### config.mk
export PLATFORM = sky130hd
export DESIGN_NAME = tlb_op_ctrl
export DESIGN_NICKNAME = d
export VERILOG_FILES = /design/src/rtl/tlb_op_ctrl.sv
export SDC_FILE = /design/constraint.sdc
export NUM_CORES = 1
export LEC_CHECK = 0
export BUFFER_PORTS_ARGS = -buffer_cell sky130_fd_sc_hd__buf_4
export CORE_AREA = 5 5 211 213
export CTS_CLUSTER_DIAMETER = 60
export CTS_CLUSTER_SIZE = 30
export DETAILED_ROUTE_END_ITERATION = 10
export DIE_AREA = 0 0 216 218
export PLACE_DENSITY = 0.46
export SYNTH_ARGS = -nofsm -noshare
export SYNTH_HDL_FRONTEND = slang
export SYNTH_SLANG_ARGS = --single-unit
### constraint.sdc
create_clock -name clk -period 19.4 [get_ports clk]
set_input_delay 0.97 -clock clk [delete_from_list [all_inputs] [get_ports clk]]
set_output_delay 0.97 -clock clk [all_outputs]
set_load 0.03 [all_outputs]
### src/rtl/tlb_op_ctrl.sv
// Sequencer for TLBSRCH/TLBRD/TLBWR/TLBFILL/INVTLB: IDLE -> EXEC -> RESP, one op per 3 cycles.
// Define TLB_FILL_LFSR_EN to draw the TLBFILL index from a 4-bit LFSR instead of a counter.
module tlb_op_ctrl (
  input  logic        clk,
  input  logic        reset,
  // request from execute stage
  input  logic        req_valid,
  output logic        req_ready,
  input  logic [2:0]  req_op,
  input  logic [4:0]  req_inv_op,
  input  logic [9:0]  req_inv_asid,
  input  logic [18:0] req_inv_va,
  input  logic [31:0] csr_tlbidx,
  input  logic [31:0] csr_tlbehi,
  input  logic [31:0] csr_tlbelo0,
  input  logic [31:0] csr_tlbelo1,
  input  logic [9:0]  csr_asid,
  // TLB search port 1
  output logic        s1_sel,
  output logic [18:0] s1_vppn,
  output logic        s1_va_bit12,
  output logic [9:0]  s1_asid,
  input  logic        s1_found,
  input  logic [3:0]  s1_index,
  // TLB invalidate port
  output logic        invtlb_valid,
  output logic [4:0]  invtlb_op,
  // TLB write port
  output logic        we,
  output logic [3:0]  w_index,
  output logic        w_e,
  output logic [18:0] w_vppn,
  output logic [9:0]  w_asid,
  output logic        w_g,
  output logic [5:0]  w_ps,
  output logic [19:0] w_ppn0,
  output logic [1:0]  w_plv0,
  output logic [1:0]  w_mat0,
  output logic        w_d0,
  output logic        w_v0,
  output logic [19:0] w_ppn1,
  output logic [1:0]  w_plv1,
  output logic [1:0]  w_mat1,
  output logic        w_d1,
  output logic        w_v1,
  // TLB read port
  output logic [3:0]  r_index,
  input  logic        r_e,
  input  logic [18:0] r_vppn,
  input  logic [9:0]  r_asid,
  input  logic        r_g,
  input  logic [5:0]  r_ps,
  input  logic [19:0] r_ppn0,
  input  logic [1:0]  r_plv0,
  input  logic [1:0]  r_mat0,
  input  logic        r_d0,
  input  logic        r_v0,
  input  logic [19:0] r_ppn1,
  input  logic [1:0]  r_plv1,
  input  logic [1:0]  r_mat1,
  input  logic        r_d1,
  input  logic        r_v1,
  // CSR update response
  output logic        rsp_valid,
  output logic        rsp_err,
  output logic [4:0]  rsp_mask,
  output logic [31:0] rsp_tlbidx,
  output logic [31:0] rsp_tlbehi,
  output logic [31:0] rsp_tlbelo0,
  output logic [31:0] rsp_tlbelo1,
  output logic [9:0]  rsp_asid
);

  typedef enum logic [1:0] {StIdle, StExec, StResp} state_e;

  localparam logic [2:0] OpSrch = 3'd0;
  localparam logic [2:0] OpRd   = 3'd1;
  localparam logic [2:0] OpWr   = 3'd2;
  localparam logic [2:0] OpFill = 3'd3;
  localparam logic [2:0] OpInv  = 3'd4;
  localparam logic [4:0] InvOpMax = 5'd6;

`ifdef TLB_FILL_LFSR_EN
  localparam logic [3:0] FillSeed = 4'b0001;
`else
  localparam logic [3:0] FillSeed = 4'b0000;
`endif

  state_e      state_q, state_d;
  logic [3:0]  fill_q, fill_d;
  logic [3:0]  fill_lat_q, fill_lat_d;
  logic [2:0]  op_q, op_d;
  logic [4:0]  inv_op_q, inv_op_d;
  logic [9:0]  inv_asid_q, inv_asid_d;
  logic [18:0] inv_va_q, inv_va_d;
  logic [3:0]  idx_index_q, idx_index_d;
  logic [5:0]  idx_ps_q, idx_ps_d;
  logic        idx_ne_q, idx_ne_d;
  logic [18:0] vppn_q, vppn_d;
  // Packed EntryLo: {ppn[19:0], g, mat[1:0], plv[1:0], d, v}
  logic [26:0] elo0_q, elo0_d;
  logic [26:0] elo1_q, elo1_d;
  logic [9:0]  asid_q, asid_d;

  logic        rsp_valid_q, rsp_valid_d;
  logic        rsp_err_q, rsp_err_d;
  logic [4:0]  rsp_mask_q, rsp_mask_d;
  logic [31:0] rsp_tlbidx_q, rsp_tlbidx_d;
  logic [31:0] rsp_tlbehi_q, rsp_tlbehi_d;
  logic [31:0] rsp_tlbelo0_q, rsp_tlbelo0_d;
  logic [31:0] rsp_tlbelo1_q, rsp_tlbelo1_d;
  logic [9:0]  rsp_asid_q, rsp_asid_d;

  logic in_exec, inv_bad, op_err;
  logic do_srch, do_rd, do_wr, do_inv;

  logic unused_csr_bits;
  assign unused_csr_bits = ^{csr_tlbidx[30], csr_tlbidx[23:4], csr_tlbehi[12:0],
                             csr_tlbelo0[31:28], csr_tlbelo0[7],
                             csr_tlbelo1[31:28], csr_tlbelo1[7]};

`ifdef TLB_FILL_LFSR_EN
  assign fill_d = {fill_q[2:0], fill_q[3] ^ fill_q[2]};
`else
  assign fill_d = fill_q + 4'd1;
`endif

  assign req_ready = (state_q == StIdle) && !reset;

  assign in_exec = (state_q == StExec);
  assign inv_bad = (op_q == OpInv) && (inv_op_q > InvOpMax);
  assign op_err  = (op_q > OpInv) || inv_bad;
  assign do_srch = in_exec && (op_q == OpSrch);
  assign do_rd   = in_exec && (op_q == OpRd);
  assign do_wr   = in_exec && ((op_q == OpWr) || (op_q == OpFill));
  assign do_inv  = in_exec && (op_q == OpInv) && !inv_bad;

  // Next state and request capture
  always_comb begin
    state_d     = state_q;
    fill_lat_d  = fill_lat_q;
    op_d        = op_q;
    inv_op_d    = inv_op_q;
    inv_asid_d  = inv_asid_q;
    inv_va_d    = inv_va_q;
    idx_index_d = idx_index_q;
    idx_ps_d    = idx_ps_q;
    idx_ne_d    = idx_ne_q;
    vppn_d      = vppn_q;
    elo0_d      = elo0_q;
    elo1_d      = elo1_q;
    asid_d      = asid_q;
    unique case (state_q)
      StIdle: begin
        if (req_valid) begin
          state_d     = StExec;
          fill_lat_d  = fill_q;
          op_d        = req_op;
          inv_op_d    = req_inv_op;
          inv_asid_d  = req_inv_asid;
          inv_va_d    = req_inv_va;
          idx_index_d = csr_tlbidx[3:0];
          idx_ps_d    = csr_tlbidx[29:24];
          idx_ne_d    = csr_tlbidx[31];
          vppn_d      = csr_tlbehi[31:13];
          elo0_d      = {csr_tlbelo0[27:8], csr_tlbelo0[6:0]};
          elo1_d      = {csr_tlbelo1[27:8], csr_tlbelo1[6:0]};
          asid_d      = csr_asid;
        end
      end
      StExec:  state_d = StResp;
      StResp:  state_d = StIdle;
      default: state_d = StIdle;
    endcase
  end

  // Response values, captured at the end of EXEC so TLB results are registered
  always_comb begin
    rsp_valid_d   = 1'b0;
    rsp_err_d     = 1'b0;
    rsp_mask_d    = 5'd0;
    rsp_tlbidx_d  = 32'd0;
    rsp_tlbehi_d  = 32'd0;
    rsp_tlbelo0_d = 32'd0;
    rsp_tlbelo1_d = 32'd0;
    rsp_asid_d    = 10'd0;
    if (in_exec) begin
      rsp_valid_d = 1'b1;
      rsp_err_d   = op_err;
      if (op_q == OpSrch) begin
        rsp_mask_d   = 5'b00001;
        rsp_tlbidx_d = {~s1_found, 1'b0, idx_ps_q, 20'd0,
                        s1_found ? s1_index : idx_index_q};
      end else if (op_q == OpRd) begin
        rsp_mask_d = 5'b11111;
        if (r_e) begin
          rsp_tlbidx_d  = {2'b00, r_ps, 20'd0, idx_index_q};
          rsp_tlbehi_d  = {r_vppn, 13'd0};
          rsp_tlbelo0_d = {4'd0, r_ppn0, 1'b0, r_g, r_mat0, r_plv0, r_d0, r_v0};
          rsp_tlbelo1_d = {4'd0, r_ppn1, 1'b0, r_g, r_mat1, r_plv1, r_d1, r_v1};
          rsp_asid_d    = r_asid;
        end else begin
          rsp_tlbidx_d = {1'b1, 27'd0, idx_index_q};
        end
      end
    end
  end

  // TLB port drive is combinational from state so reset kills it immediately
  always_comb begin
    s1_sel       = do_srch || do_inv;
    s1_va_bit12  = 1'b0;
    s1_vppn      = 19'd0;
    s1_asid      = 10'd0;
    if (do_srch) begin
      s1_vppn = vppn_q;
      s1_asid = asid_q;
    end else if (do_inv) begin
      s1_vppn = inv_va_q;
      s1_asid = inv_asid_q;
    end
    invtlb_valid = do_inv;
    invtlb_op    = do_inv ? inv_op_q : 5'd0;
    r_index      = do_rd ? idx_index_q : 4'd0;

    we     = do_wr;
    w_index = 4'd0;
    w_e    = 1'b0;
    w_vppn = 19'd0;
    w_asid = 10'd0;
    w_g    = 1'b0;
    w_ps   = 6'd0;
    w_ppn0 = 20'd0;
    w_plv0 = 2'd0;
    w_mat0 = 2'd0;
    w_d0   = 1'b0;
    w_v0   = 1'b0;
    w_ppn1 = 20'd0;
    w_plv1 = 2'd0;
    w_mat1 = 2'd0;
    w_d1   = 1'b0;
    w_v1   = 1'b0;
    if (do_wr) begin
      w_index = (op_q == OpFill) ? fill_lat_q : idx_index_q;
      w_e    = ~idx_ne_q;
      w_vppn = vppn_q;
      w_asid = asid_q;
      w_g    = elo0_q[6] & elo1_q[6];
      w_ps   = idx_ps_q;
      w_ppn0 = elo0_q[26:7];
      w_mat0 = elo0_q[5:4];
      w_plv0 = elo0_q[3:2];
      w_d0   = elo0_q[1];
      w_v0   = elo0_q[0];
      w_ppn1 = elo1_q[26:7];
      w_mat1 = elo1_q[5:4];
      w_plv1 = elo1_q[3:2];
      w_d1   = elo1_q[1];
      w_v1   = elo1_q[0];
    end
  end

  always_ff @(posedge clk or posedge reset) begin
    if (reset) begin
      state_q       <= StIdle;
      fill_q        <= FillSeed;
      fill_lat_q    <= 4'd0;
      op_q          <= 3'd0;
      inv_op_q      <= 5'd0;
      inv_asid_q    <= 10'd0;
      inv_va_q      <= 19'd0;
      idx_index_q   <= 4'd0;
      idx_ps_q      <= 6'd0;
      idx_ne_q      <= 1'b0;
      vppn_q        <= 19'd0;
      elo0_q        <= 27'd0;
      elo1_q        <= 27'd0;
      asid_q        <= 10'd0;
      rsp_valid_q   <= 1'b0;
      rsp_err_q     <= 1'b0;
      rsp_mask_q    <= 5'd0;
      rsp_tlbidx_q  <= 32'd0;
      rsp_tlbehi_q  <= 32'd0;
      rsp_tlbelo0_q <= 32'd0;
      rsp_tlbelo1_q <= 32'd0;
      rsp_asid_q    <= 10'd0;
    end else begin
      state_q       <= state_d;
      fill_q        <= fill_d;
      fill_lat_q    <= fill_lat_d;
      op_q          <= op_d;
      inv_op_q      <= inv_op_d;
      inv_asid_q    <= inv_asid_d;
      inv_va_q      <= inv_va_d;
      idx_index_q   <= idx_index_d;
      idx_ps_q      <= idx_ps_d;
      idx_ne_q      <= idx_ne_d;
      vppn_q        <= vppn_d;
      elo0_q        <= elo0_d;
      elo1_q        <= elo1_d;
      asid_q        <= asid_d;
      rsp_valid_q   <= rsp_valid_d;
      rsp_err_q     <= rsp_err_d;
      rsp_mask_q    <= rsp_mask_d;
      rsp_tlbidx_q  <= rsp_tlbidx_d;
      rsp_tlbehi_q  <= rsp_tlbehi_d;
      rsp_tlbelo0_q <= rsp_tlbelo0_d;
      rsp_tlbelo1_q <= rsp_tlbelo1_d;
      rsp_asid_q    <= rsp_asid_d;
    end
  end

  assign rsp_valid   = rsp_valid_q;
  assign rsp_err     = rsp_err_q;
  assign rsp_mask    = rsp_mask_q;
  assign rsp_tlbidx  = rsp_tlbidx_q;
  assign rsp_tlbehi  = rsp_tlbehi_q;
  assign rsp_tlbelo0 = rsp_tlbelo0_q;
  assign rsp_tlbelo1 = rsp_tlbelo1_q;
  assign rsp_asid    = rsp_asid_q;

endmodule

==> impl_metrics.yaml, run 1 <==
worst_setup_path:
  crit_chain: "or4b_1, nor2_4, a22o_1, buf_4"
  largest_fanout_of_any_net_on_the_critical_path: 35
  cell_with_the_largest_stage_delay_on_the_worst_path: "sky130_fd_sc_hd__nor2_4"
  r2r_setup_slack_ns: 16.74
  setup.worst_path.end_class: "output port"
  r2r_end: "rsp_tlbehi[28]"
  timing.critical_path.slowest_cell_delay_ns: 0.87
  setup.worst_path.class: "flop to output port"
  timing.rr.start: "op_q[1]"
  worstPathRequired_ns: 18.43
  critical_path_arrival_ns: 3.17
  launching_element_type_of_the_critical_path: "flop"
  worst-r2r-cell-count: 5
final_layout:
  synthToLayoutAreaGrowth_pct: 48.5
  layout.cell_area.non_filler_mm2: 0.0146
  drive_above_1_share_pct: 55.0
  final-instance-count-excl-fill: 1748
  antenna-diode-count: 0
  postLayoutCoreUtil_pct: 34.3
  finish.net_count: 1454
outcome:
  run_status: "completed"
die:
  top_level_ports: 553
  rows: 76
  floorplan_core_area_mm2: 0.0425
  die_height_um: 218
  die-area_mm2: 0.0471
  die_w_um: 216
  start_util_pct: 23.1
cts:
  cts_root_buf: "sky130_fd_sc_hd__clkbuf_16"
  cts_tree: "yes"
  holdBufCountCts: 0
  post_cts_buffers: 0
  cts.reportedPaths.clkPinSlew_ns: 0.06
  worstSkewPairLatency_ns: 0.56
  cts_resized: 0
  clock-sinks: 238
  numCtsBuffers: 29
  ctsLongestPathBuffers: 3
  cts_htree_levels: 1
hold_path:
  worstHoldPathType: "flop to flop"
  hold_path_end: "fill_q[3]"
  min-delay-start: "fill_q[3]"
  whs_path_depth: 1
synthesis:
  synth_top_flop_cell: "sky130_fd_sc_hd__dfrtp_1"
  avgSynthCellArea_um2: 13.5
  syn_inst: 730
  number_of_synthesized_flops_with_an_enable_pin: 0
  synth-seq-cells: 238
  synth_area_leader_cell: "sky130_fd_sc_hd__dfrtp_1"
  async_flop_share_pct: 100
  share_of_synthesized_area_occupied_by_flip_flops_and_latches_pct: 60.6
  yosys_warnings: 0
  synthDistinctLibCells: 34
  syn-cell-area_mm2: 0.00983
  synthTopCellsByArea: "sky130_fd_sc_hd__dfrtp_1 (61%), sky130_fd_sc_hd__mux2_2 (15%), sky130_fd_sc_hd__and2_1 (11%)"
  synth_top_area_share_pct: 60.6
sta:
  rsz0062_at_grt: "no"
  final_hold_viol_count: 0
  min_period_over_period_pct: 21.3
  worst_slew_margin_rel_pct: 29.2
  max_slew.worst_pin.slew_ns: 1.06
  final_period_minus_worst_setup_slack_ns: 4.14
  report.final.setup_viol: 0
  report.final.slew_viol_count: 0
  fin_skew_ns: 0.0186
  tns_ns: 0
  maxClockFrequency_mhz: 242
pwr:
  power.density_cell_area_mw_per_mm2: 99.4
  vdd_drop_max_v: 0.0000714
  leakage_uw: 0.00735
  power.clock.fraction_pct: 38.4
  switching_share_pct: 28.5
  p_int_uw: 1040
  power_frac_comb_pct: 18.5
  seq_power_share_pct: 43.1
  net-switching-power_uw: 413
global_routing:
  grt_antenna_before_repair: 2
  wire_length_of_the_first_global_routing_pass_um: 48800
  global_route.overflow_total: 0
  grt_pass1_vias: 7676
  total_track_usage_pct: 13.3
  pin_count_of_the_biggest_net_entering_global_routing: 100
routing:
  detailedRoute.firstIterationViolations: 360
  via_count: 7033
  drt_drc_violations_left: 0
  viasPerCell: 4.02
  detailedRoute.firstPassIterationCount: 4
  drtAntennaViolNets: 0
  route.detailed.wl_per_inst_um: 18.8
  wl_um: 32900
run:
  cap_viol_max_count: 0
placement:
  dpl.cell_count: 1696
  gp_routability_congestion: 0.740
  port_buffers: 461
  dp_hpwl_um: 23900
  dpl-instance-area_mm2: 0.0136
synthesized netlist by cell type (2+ instances only):
cell / n
sky130_fd_sc_hd__dfrtp_1: 238
sky130_fd_sc_hd__and2_1: 173
sky130_fd_sc_hd__mux2_2: 135
sky130_fd_sc_hd__buf_4: 52
sky130_fd_sc_hd__a22o_1: 34
sky130_fd_sc_hd__clkbuf_1: 22
sky130_fd_sc_hd__nor2_1: 14
sky130_fd_sc_hd__buf_2: 11
sky130_fd_sc_hd__a211oi_1: 6
sky130_fd_sc_hd__and3_1: 6
sky130_fd_sc_hd__clkbuf_2: 5
sky130_fd_sc_hd__buf_8: 4
sky130_fd_sc_hd__mux2i_1: 4
sky130_fd_sc_hd__inv_1: 3
sky130_fd_sc_hd__nor2b_1: 3
sky130_fd_sc_hd__nand3b_1: 2
placed cells by master (no fill, tap or decap), types with 2 or more instances in the layout:
cell type / count
sky130_fd_sc_hd__a211oi_1: 6
sky130_fd_sc_hd__a22o_1: 34
sky130_fd_sc_hd__and2_1: 173
sky130_fd_sc_hd__and3_1: 5
sky130_fd_sc_hd__buf_4: 469
sky130_fd_sc_hd__bufinv_16: 3
sky130_fd_sc_hd__clkbuf_1: 3
sky130_fd_sc_hd__clkbuf_16: 29
sky130_fd_sc_hd__clkbuf_8: 2
sky130_fd_sc_hd__clkinv_2: 5
sky130_fd_sc_hd__clkinv_4: 2
sky130_fd_sc_hd__conb_1: 47
sky130_fd_sc_hd__dfrtp_1: 238
sky130_fd_sc_hd__inv_6: 4
sky130_fd_sc_hd__inv_8: 4
sky130_fd_sc_hd__mux2_2: 135
sky130_fd_sc_hd__mux2i_1: 4
sky130_fd_sc_hd__nand3b_1: 2
sky130_fd_sc_hd__nor2_1: 14
sky130_fd_sc_hd__nor2b_1: 3
sequential cells by signal, indices dropped and copies added, names as in the netlist, 4 cells and up:
register and count:
idx_ps_q 6, elo1_q 27, inv_op_q 5, fill_lat_q 4
inv_asid_q 10, rsp_tlbehi 19, rsp_tlbidx 11, idx_index_q 4
elo0_q 27, asid_q 10, inv_va_q 19, rsp_tlbelo1 27
fill_q 4, rsp_asid 10, vppn_q 19, rsp_tlbelo0 26
worst max path at each step:
stage / from / slack (ns) / cells after the start / end
4_1_cts: op_q[1] / 15.19 / 4 / s1_vppn[0]
5_1_grt: state_q[0] / 15.09 / 6 / w_asid[0]
3_3_place_gp: reset / 15.71 / 4 / rsp_tlbelo0[2]
2_1_floorplan: reset / 11.90 / 1 / asid_q[0]
3_5_place_dp: reset / 15.75 / 4 / rsp_tlbelo1[0]
6_report: op_q[1] / 15.26 / 4 / s1_vppn[0]
power groups by stage:
stage                     Sequential (µW)  Combinational [µW]  Clock [µW]
after global routing                  636                 293         602
after global placement                632                 272           0
after CTS                             626                 275         581
final                                 624                 269         557
after detailed placement              634                 274           0
after floorplan                       625                 179           0
cell families (layout without fill, tap and decap cells):
family,count (synthesis),count (layout),share of synthesized area (%)
compound gates,42,42,3.70
xor+xnor,2,2,0.178
fa+ha+maj,1,1,0.127
buf+inv,99,525,6.56
flops,238,238,60.6
mux,139,139,15.9
other cells,1,47,0.0382
simple gates,208,208,12.9
worst max-delay path: cells and delay by family, from the launching register on:
family	cells	cell delay, ns
compound gates	1	0.31
flops	1	0.43
buf+inv	1	0.17
simple gates	2	1.67
final cells by class:
cell class                 instances  area (µm²)
clock buffer                      34         764
clock inverter                    18         216
fill                            4316       27900
inverter                           4        27.5
multi-input combinational        439        3420
sequential                       238        5960
tap                              546         683
timing repair buffer             469        3520
per-layer routing:
metal,global-route usage [%],vias to the layer above,wire (µm)
met5,0,-,28
met4,3.05,4,762
met3,6.12,42,3480
met2,21.8,330,15500
met1,16.0,3411,13200
li1,-,3246,-
metrics by stage:
stage | setup slack (ns) | hold WS, ns | total power (µW)
2_1_floorplan | 11.90 | 0.437 | 804
3_3_place_gp | 15.71 | 0.458 | 903
3_5_place_dp | 15.75 | 0.462 | 908
4_1_cts | 15.19 | 0.470 | 1480
5_1_grt | 15.09 | 0.498 | 1530
6_report | 15.26 | 0.468 | 1450
Note: power is estimated with default switching activity, not from simulation.
==> inputs of run 2 (changes only) <==
==> constraint.sdc (replaced) <==
create_clock -name clk -period 4.05 [get_ports clk]
set_input_delay 0.2025 -clock clk [delete_from_list [all_inputs] [get_ports clk]]
set_output_delay 0.2025 -clock clk [all_outputs]
set_load 0.03 [all_outputs]
==> impl_metrics.yaml, run 2 (synthesis gave the netlist of run 1 again) <==
routing:
  route.detailed.wl_per_inst_um: 17.2
  detailedRoute.firstIterationViolations: 418
  viasPerCell: 4.00
  detailedRoute.firstPassIterationCount: 4
  drtAntennaViolNets: 0
  drt_drc_violations_left: 0
  wl_um: 34000
  via_count: 7901
global_routing:
  grt_pass1_vias: 8624
  pin_count_of_the_biggest_net_entering_global_routing: 92
  wire_length_of_the_first_global_routing_pass_um: 52000
  grt_antenna_before_repair: 4
  global_route.overflow_total: 0
  total_track_usage_pct: 13.8
final_layout:
  mostFrequentLayoutCell: "sky130_fd_sc_hd__buf_4"
  drive_above_1_share_pct: 46.5
  finish.net_count: 1681
  synthToLayoutAreaGrowth_pct: 71.6
  final_cell_mix: "sky130_fd_sc_hd__buf_4 (468), sky130_fd_sc_hd__dfrtp_1 (238), sky130_fd_sc_hd__dlygate4sd3_1 (225), sky130_fd_sc_hd__and2_1 (173), sky130_fd_sc_hd__mux2_2 (135)"
  layout.cell_area.non_filler_mm2: 0.0169
  final-instance-count-excl-fill: 1977
hold_path:
  worstHoldPathType: "input pin to flop"
sta:
  tns_ns: 0
  min_period_over_period_pct: 74.0
  report.final.slew_viol_count: 0
  final_period_minus_worst_setup_slack_ns: 3.00
  maxClockFrequency_mhz: 333
  worst_slew_margin_rel_pct: 34.4
  final_hold_viol_count: 0
  max_slew.worst_pin.slew_ns: 0.985
  fin_worst_hold_slack_ns: 0.221
  fin_skew_ns: 0.0222
  rsz0062_at_grt: "no"
  report.final.setup_viol: 0
cts:
  cts_resized: 0
  holdBufCountCts: 225
  ctsLongestPathBuffers: 3
  worstSkewPairLatency_ns: 0.55
  cts_tree: "yes"
  cts.reportedPaths.clkPinSlew_ns: 0.06
  cts_htree_levels: 1
  post_cts_buffers: 0
  cts_root_buf: "sky130_fd_sc_hd__clkbuf_16"
  clock-sinks: 238
  numCtsBuffers: 27
placement:
  dp_hpwl_um: 24000
  dpl.cell_count: 1700
  dpl-instance-area_mm2: 0.0137
  gp_routability_congestion: 0.761
  port_buffers: 461
die:
  die_w_um: 216
  die-area_mm2: 0.0471
  rows: 76
  die_height_um: 218
  floorplan_core_area_mm2: 0.0425
  start_util_pct: 23.1
  top_level_ports: 553
pwr:
  power_frac_comb_pct: 21.6
  total_power_uw: 6970
  p_int_uw: 4930
  vdd_drop_max_v: 0.000291
  seq_power_share_pct: 42.7
  switching_share_pct: 29.2
  power.density_cell_area_mw_per_mm2: 413
  net-switching-power_uw: 2040
  leakage_uw: 0.00828
  power.clock.fraction_pct: 35.7
worst_setup_path:
  largest_fanout_of_any_net_on_the_critical_path: 26
  critical_path_arrival_ns: 2.80
  launching_element_type_of_the_critical_path: "flop"
  worstPathRequired_ns: 3.85
  setup.worst_path.class: "flop to output port"
  setup.worst_path.end_class: "output port"
run:
  cap_viol_max_count: 0
outcome:
  run_status: "completed"
==> run 2: per-layer routing <==
metal	wire (µm)	global-route usage, %
met5	13	0
met4	563	3.37
met3	3250	5.12
met2	16600	23.6
met1	13600	16.6
==> run 2: worst paths after layout <==
check	endpoint	depth (start not counted)	startpoint	slack (ns)
max reg2reg	rsp_tlbehi[20]	5	op_q[1]	1.51
max	s1_vppn[18]	5	op_q[1]	1.05
min	rsp_tlbidx[3]	4	s1_found	0.22
min reg2reg	fill_q[3]	1	fill_q[3]	0.46
min in group asynchronous	asid_q[5]	3	reset	0.36
max in group asynchronous	elo1_q[6]	4	reset	2.64
==> run 2: critical path, cell delays in order (launching register included) <==
cell and delay, ns:
sky130_fd_sc_hd__dfrtp_1 0.43, sky130_fd_sc_hd__or4b_1 0.78, sky130_fd_sc_hd__nor2_4 0.18, sky130_fd_sc_hd__buf_4 0.36, sky130_fd_sc_hd__a22o_1 0.28, sky130_fd_sc_hd__buf_4 0.19
==> run 2: per-stage QoR <==
step	setup slack (ns)	utilization, %
after CTS	0.979	39.7
after detailed placement	1.44	32.2
after global placement	1.47	32.2
final	1.05	39.7
after floorplan	0.728	-
after global routing	0.811	39.7
==> run 2: final cells by class <==
class	instances	area (µm²)
sequential	238	5960
multi-input combinational	439	3420
timing repair buffer	698	5870
clock inverter	18	185
clock buffer	30	717
tap	546	683
fill	4131	25600
antenna	4	10.0
inverter	4	23.8
==> run 2: power groups by stage <==
| stage | combinational (µW) | sequential (µW) | clock, µW |
|---|---|---|---|
| 2_1_floorplan | 858 | 2990 | 0 |
| 3_3_place_gp | 1330 | 3010 | 0 |
| 3_5_place_dp | 1340 | 3020 | 0 |
| 4_1_cts | 1530 | 2980 | 2600 |
| 5_1_grt | 1630 | 3030 | 2700 |
| 6_report | 1510 | 2980 | 2490 |
==> inputs of run 3 (changes only) <==
==> config.mk (replaced) <==
export PLATFORM = sky130hd
export DESIGN_NAME = tlb_op_ctrl
export DESIGN_NICKNAME = d
export VERILOG_FILES = /design/src/rtl/tlb_op_ctrl.sv
export SDC_FILE = /design/constraint.sdc
export NUM_CORES = 1
export LEC_CHECK = 0
export ABC_AREA = 1
export BUFFER_PORTS_ARGS = -buffer_cell sky130_fd_sc_hd__buf_4
export CORE_AREA = 5 5 212 214
export CTS_CLUSTER_DIAMETER = 60
export CTS_CLUSTER_SIZE = 30
export DETAILED_ROUTE_END_ITERATION = 10
export DIE_AREA = 0 0 217 219
export PLACE_DENSITY = 0.48
export SYNTH_ARGS = -nofsm -noshare
export SYNTH_HDL_FRONTEND = slang
export SYNTH_SLANG_ARGS = --single-unit
==> constraint.sdc (replaced) <==
create_clock -name clk -period 2.65 [get_ports clk]
set_input_delay 0.1325 -clock clk [delete_from_list [all_inputs] [get_ports clk]]
set_output_delay 0.1325 -clock clk [all_outputs]
set_load 0.03 [all_outputs]
==> impl_metrics.yaml, run 3 <==
outcome:
  run_status: "completed"
final_layout:
  final_cell_mix: "sky130_fd_sc_hd__buf_4 (481), sky130_fd_sc_hd__nand2_1 (287), sky130_fd_sc_hd__dfrtp_1 (238), sky130_fd_sc_hd__dlygate4sd3_1 (238), sky130_fd_sc_hd__nor2_1 (190)"
  layout.cell_area.non_filler_mm2: 0.0173
  final-instance-count-excl-fill: 2445
  drive_above_1_share_pct: 29.1
  postLayoutCoreUtil_pct: 40.6
  finish.net_count: 2151
  mostFrequentLayoutCell: "sky130_fd_sc_hd__buf_4"
  antenna-diode-count: 0
  synthToLayoutAreaGrowth_pct: 70.9
worst_setup_path:
  crit_chain: "inv_1, nand2_4, inv_2, nand3_4, buf_12, nor2_1, buf_4"
  worstPathRequired_ns: 2.52
  timing.critical_path.slowest_cell_delay_ns: 0.39
  launching_element_type_of_the_critical_path: "flop"
  setup.worst_path.end_class: "output port"
  cpLargestDelayFamily: "buffers and inverters"
  largest_fanout_of_any_net_on_the_critical_path: 43
  critical_path_arrival_ns: 2.34
  cell_with_the_largest_stage_delay_on_the_worst_path: "sky130_fd_sc_hd__dfrtp_1"
  setup.worst_path.class: "flop to output port"
  critical_path_buf_inv_count: 4
cts:
  cts.reportedPaths.clkPinSlew_ns: 0.06
  worstSkewPairLatency_ns: 0.55
  cts_root_buf: "sky130_fd_sc_hd__clkbuf_16"
  ctsLongestPathBuffers: 3
  numCtsBuffers: 28
  cts_htree_levels: 1
  cts_resized: 0
  cts_tree: "yes"
  clock-sinks: 238
synthesis:
  syn_inst: 1185
  syn-cell-area_mm2: 0.0101
  avgSynthCellArea_um2: 8.56
  synth-seq-cells: 238
  synthMostInstantiatedCell: "sky130_fd_sc_hd__nand2_1"
  synthTopCellsByArea: "sky130_fd_sc_hd__dfrtp_1 (59%), sky130_fd_sc_hd__nand2_1 (11%), sky130_fd_sc_hd__nor2_1 (7.1%)"
  share_of_synthesized_area_occupied_by_flip_flops_and_latches_pct: 58.7
  yosys_warnings: 0
  synth_area_leader_cell: "sky130_fd_sc_hd__dfrtp_1"
  synthDistinctLibCells: 24
  synthTopCellsByCount: "sky130_fd_sc_hd__nand2_1 (287), sky130_fd_sc_hd__dfrtp_1 (238), sky130_fd_sc_hd__nor2_1 (192)"
  synth_top_area_share_pct: 58.7
  number_of_synthesized_flops_with_an_enable_pin: 0
  async_flop_share_pct: 100
  synth_top_flop_cell: "sky130_fd_sc_hd__dfrtp_1"
global_routing:
  global_route.overflow_total: 0
  grt_antenna_before_repair: 0
  wire_length_of_the_first_global_routing_pass_um: 57600
  grt_pass1_vias: 10300
  pin_count_of_the_biggest_net_entering_global_routing: 63
  total_track_usage_pct: 15.1
hold_path:
  worstHoldPathType: "input pin to flop"
routing:
  wl_um: 37800
  detailedRoute.firstIterationViolations: 381
  drt_drc_violations_left: 0
  via_count: 9775
  route.detailed.wl_per_inst_um: 15.5
  viasPerCell: 4.00
  detailedRoute.firstPassIterationCount: 4
  drtAntennaViolNets: 0
placement:
  port_buffers: 461
  placement.setup.worst_slack_ns: 0.593
  gp_routability_congestion: 0.821
  dpl.cell_count: 2152
  dp_hpwl_um: 26900
  dpl-instance-area_mm2: 0.0140
die:
  start_util_pct: 23.8
  die-area_mm2: 0.0475
  die_height_um: 219
  die_w_um: 217
  floorplan_core_area_mm2: 0.0427
  rows: 76
  top_level_ports: 553
pwr:
  leakage_uw: 0.00945
  power.density_cell_area_mw_per_mm2: 621
  vdd_drop_max_v: 0.000480
sta:
  rsz0062_at_grt: "no"
  maxClockFrequency_mhz: 404
  max_slew.worst_pin.slew_ns: 0.741
  report.final.setup_viol: 0
  fin_skew_ns: 0.0175
  min_period_over_period_pct: 93.5
  report.final.slew_viol_count: 0
  final_hold_viol_count: 0
  final_period_minus_worst_setup_slack_ns: 2.48
  worst_slack_ns: 0.173
  fin_worst_hold_slack_ns: 0.0624
  worst_slew_margin_rel_pct: 50.5
run:
  cap_viol_max_count: 0
run 3: cell type report:
| class | instances | area (µm²) |
|---|---|---|
| Multi-Input combinational cell | 693 | 2890 |
| Tap cell | 546 | 683 |
| Timing Repair Buffer | 726 | 6130 |
| Inverter | 191 | 726 |
| Sequential cell | 238 | 5960 |
| Fill cell | 4256 | 25400 |
| Clock inverter | 22 | 226 |
| Clock buffer | 29 | 726 |
run 3: worst paths after layout:
| path | start | end | slack [ns] | cells past startpoint |
|---|---|---|---|---|
| setup / recovery | state_q[1] | w_ppn1[10] | 0.17 | 7 |
| hold / removal | r_ps[2] | rsp_tlbidx[26] | 0.06 | 3 |
| setup reg to reg | op_q[1] | rsp_tlbidx[31] | 0.66 | 6 |
| hold reg to reg | inv_va_q[4] | inv_va_q[4] | 0.48 | 2 |
| max in group asynchronous | reset | elo0_q[25] | 1.61 | 4 |
| min in group asynchronous | reset | rsp_err | 0.33 | 3 |
run 3: kinds of logic after synthesis:
kind of cell | Yosys count | share of synthesized area (%)
AOI/OAI and AO/OA | 111 | 5.48
DFF | 238 | 58.7
other | 1 | 0.0370
adders and majority gates | 1 | 0.123
and+or+nand+nor | 531 | 20.7
buffers and inverters | 301 | 14.8
xor gates and xnor gates | 2 | 0.173
run 3: through the flow:
step	total power [µW]	setup TNS [ns]
after CTS	10900	0
after global routing	11400	0
after floorplan	5790	-143.36
final	10800	0
after detailed placement	6630	0
after global placement	6600	0
run 3: report_power, final:
part / internal [µW] / total, µW / switching, µW
sequential: 4160 / 4410 / 251
clock: 2170 / 3910 / 1740
combinational: 971 / 2440 / 1470
run 3: timing repair:
action                                  4_1_cts  5_1_grt
hold buffers                                238        0
pin swaps                                     0        1
endpoints found under the setup margin        3       11
hold endpoints to repair                    242        0
setup buffers                                 0        3
gates cloned                                  1        0
run 3: tightest hold or removal path: cells and delay by family:
| family | cells | cell delay, ns |
|---|---|---|
| compound gates | 1 | 0.22 |
| buf+inv | 1 | 0.10 |
| simple gates | 1 | 0.10 |
run 3: layer usage:
metal  up-vias  part of all wire [%]  track usage, %
li1       4802                     -               -
met5         -                     0               0
met3        46                   6.5            3.39
met1      4596                    41            18.6
met2       331                    50            27.2
met4         0                   2.0            3.67
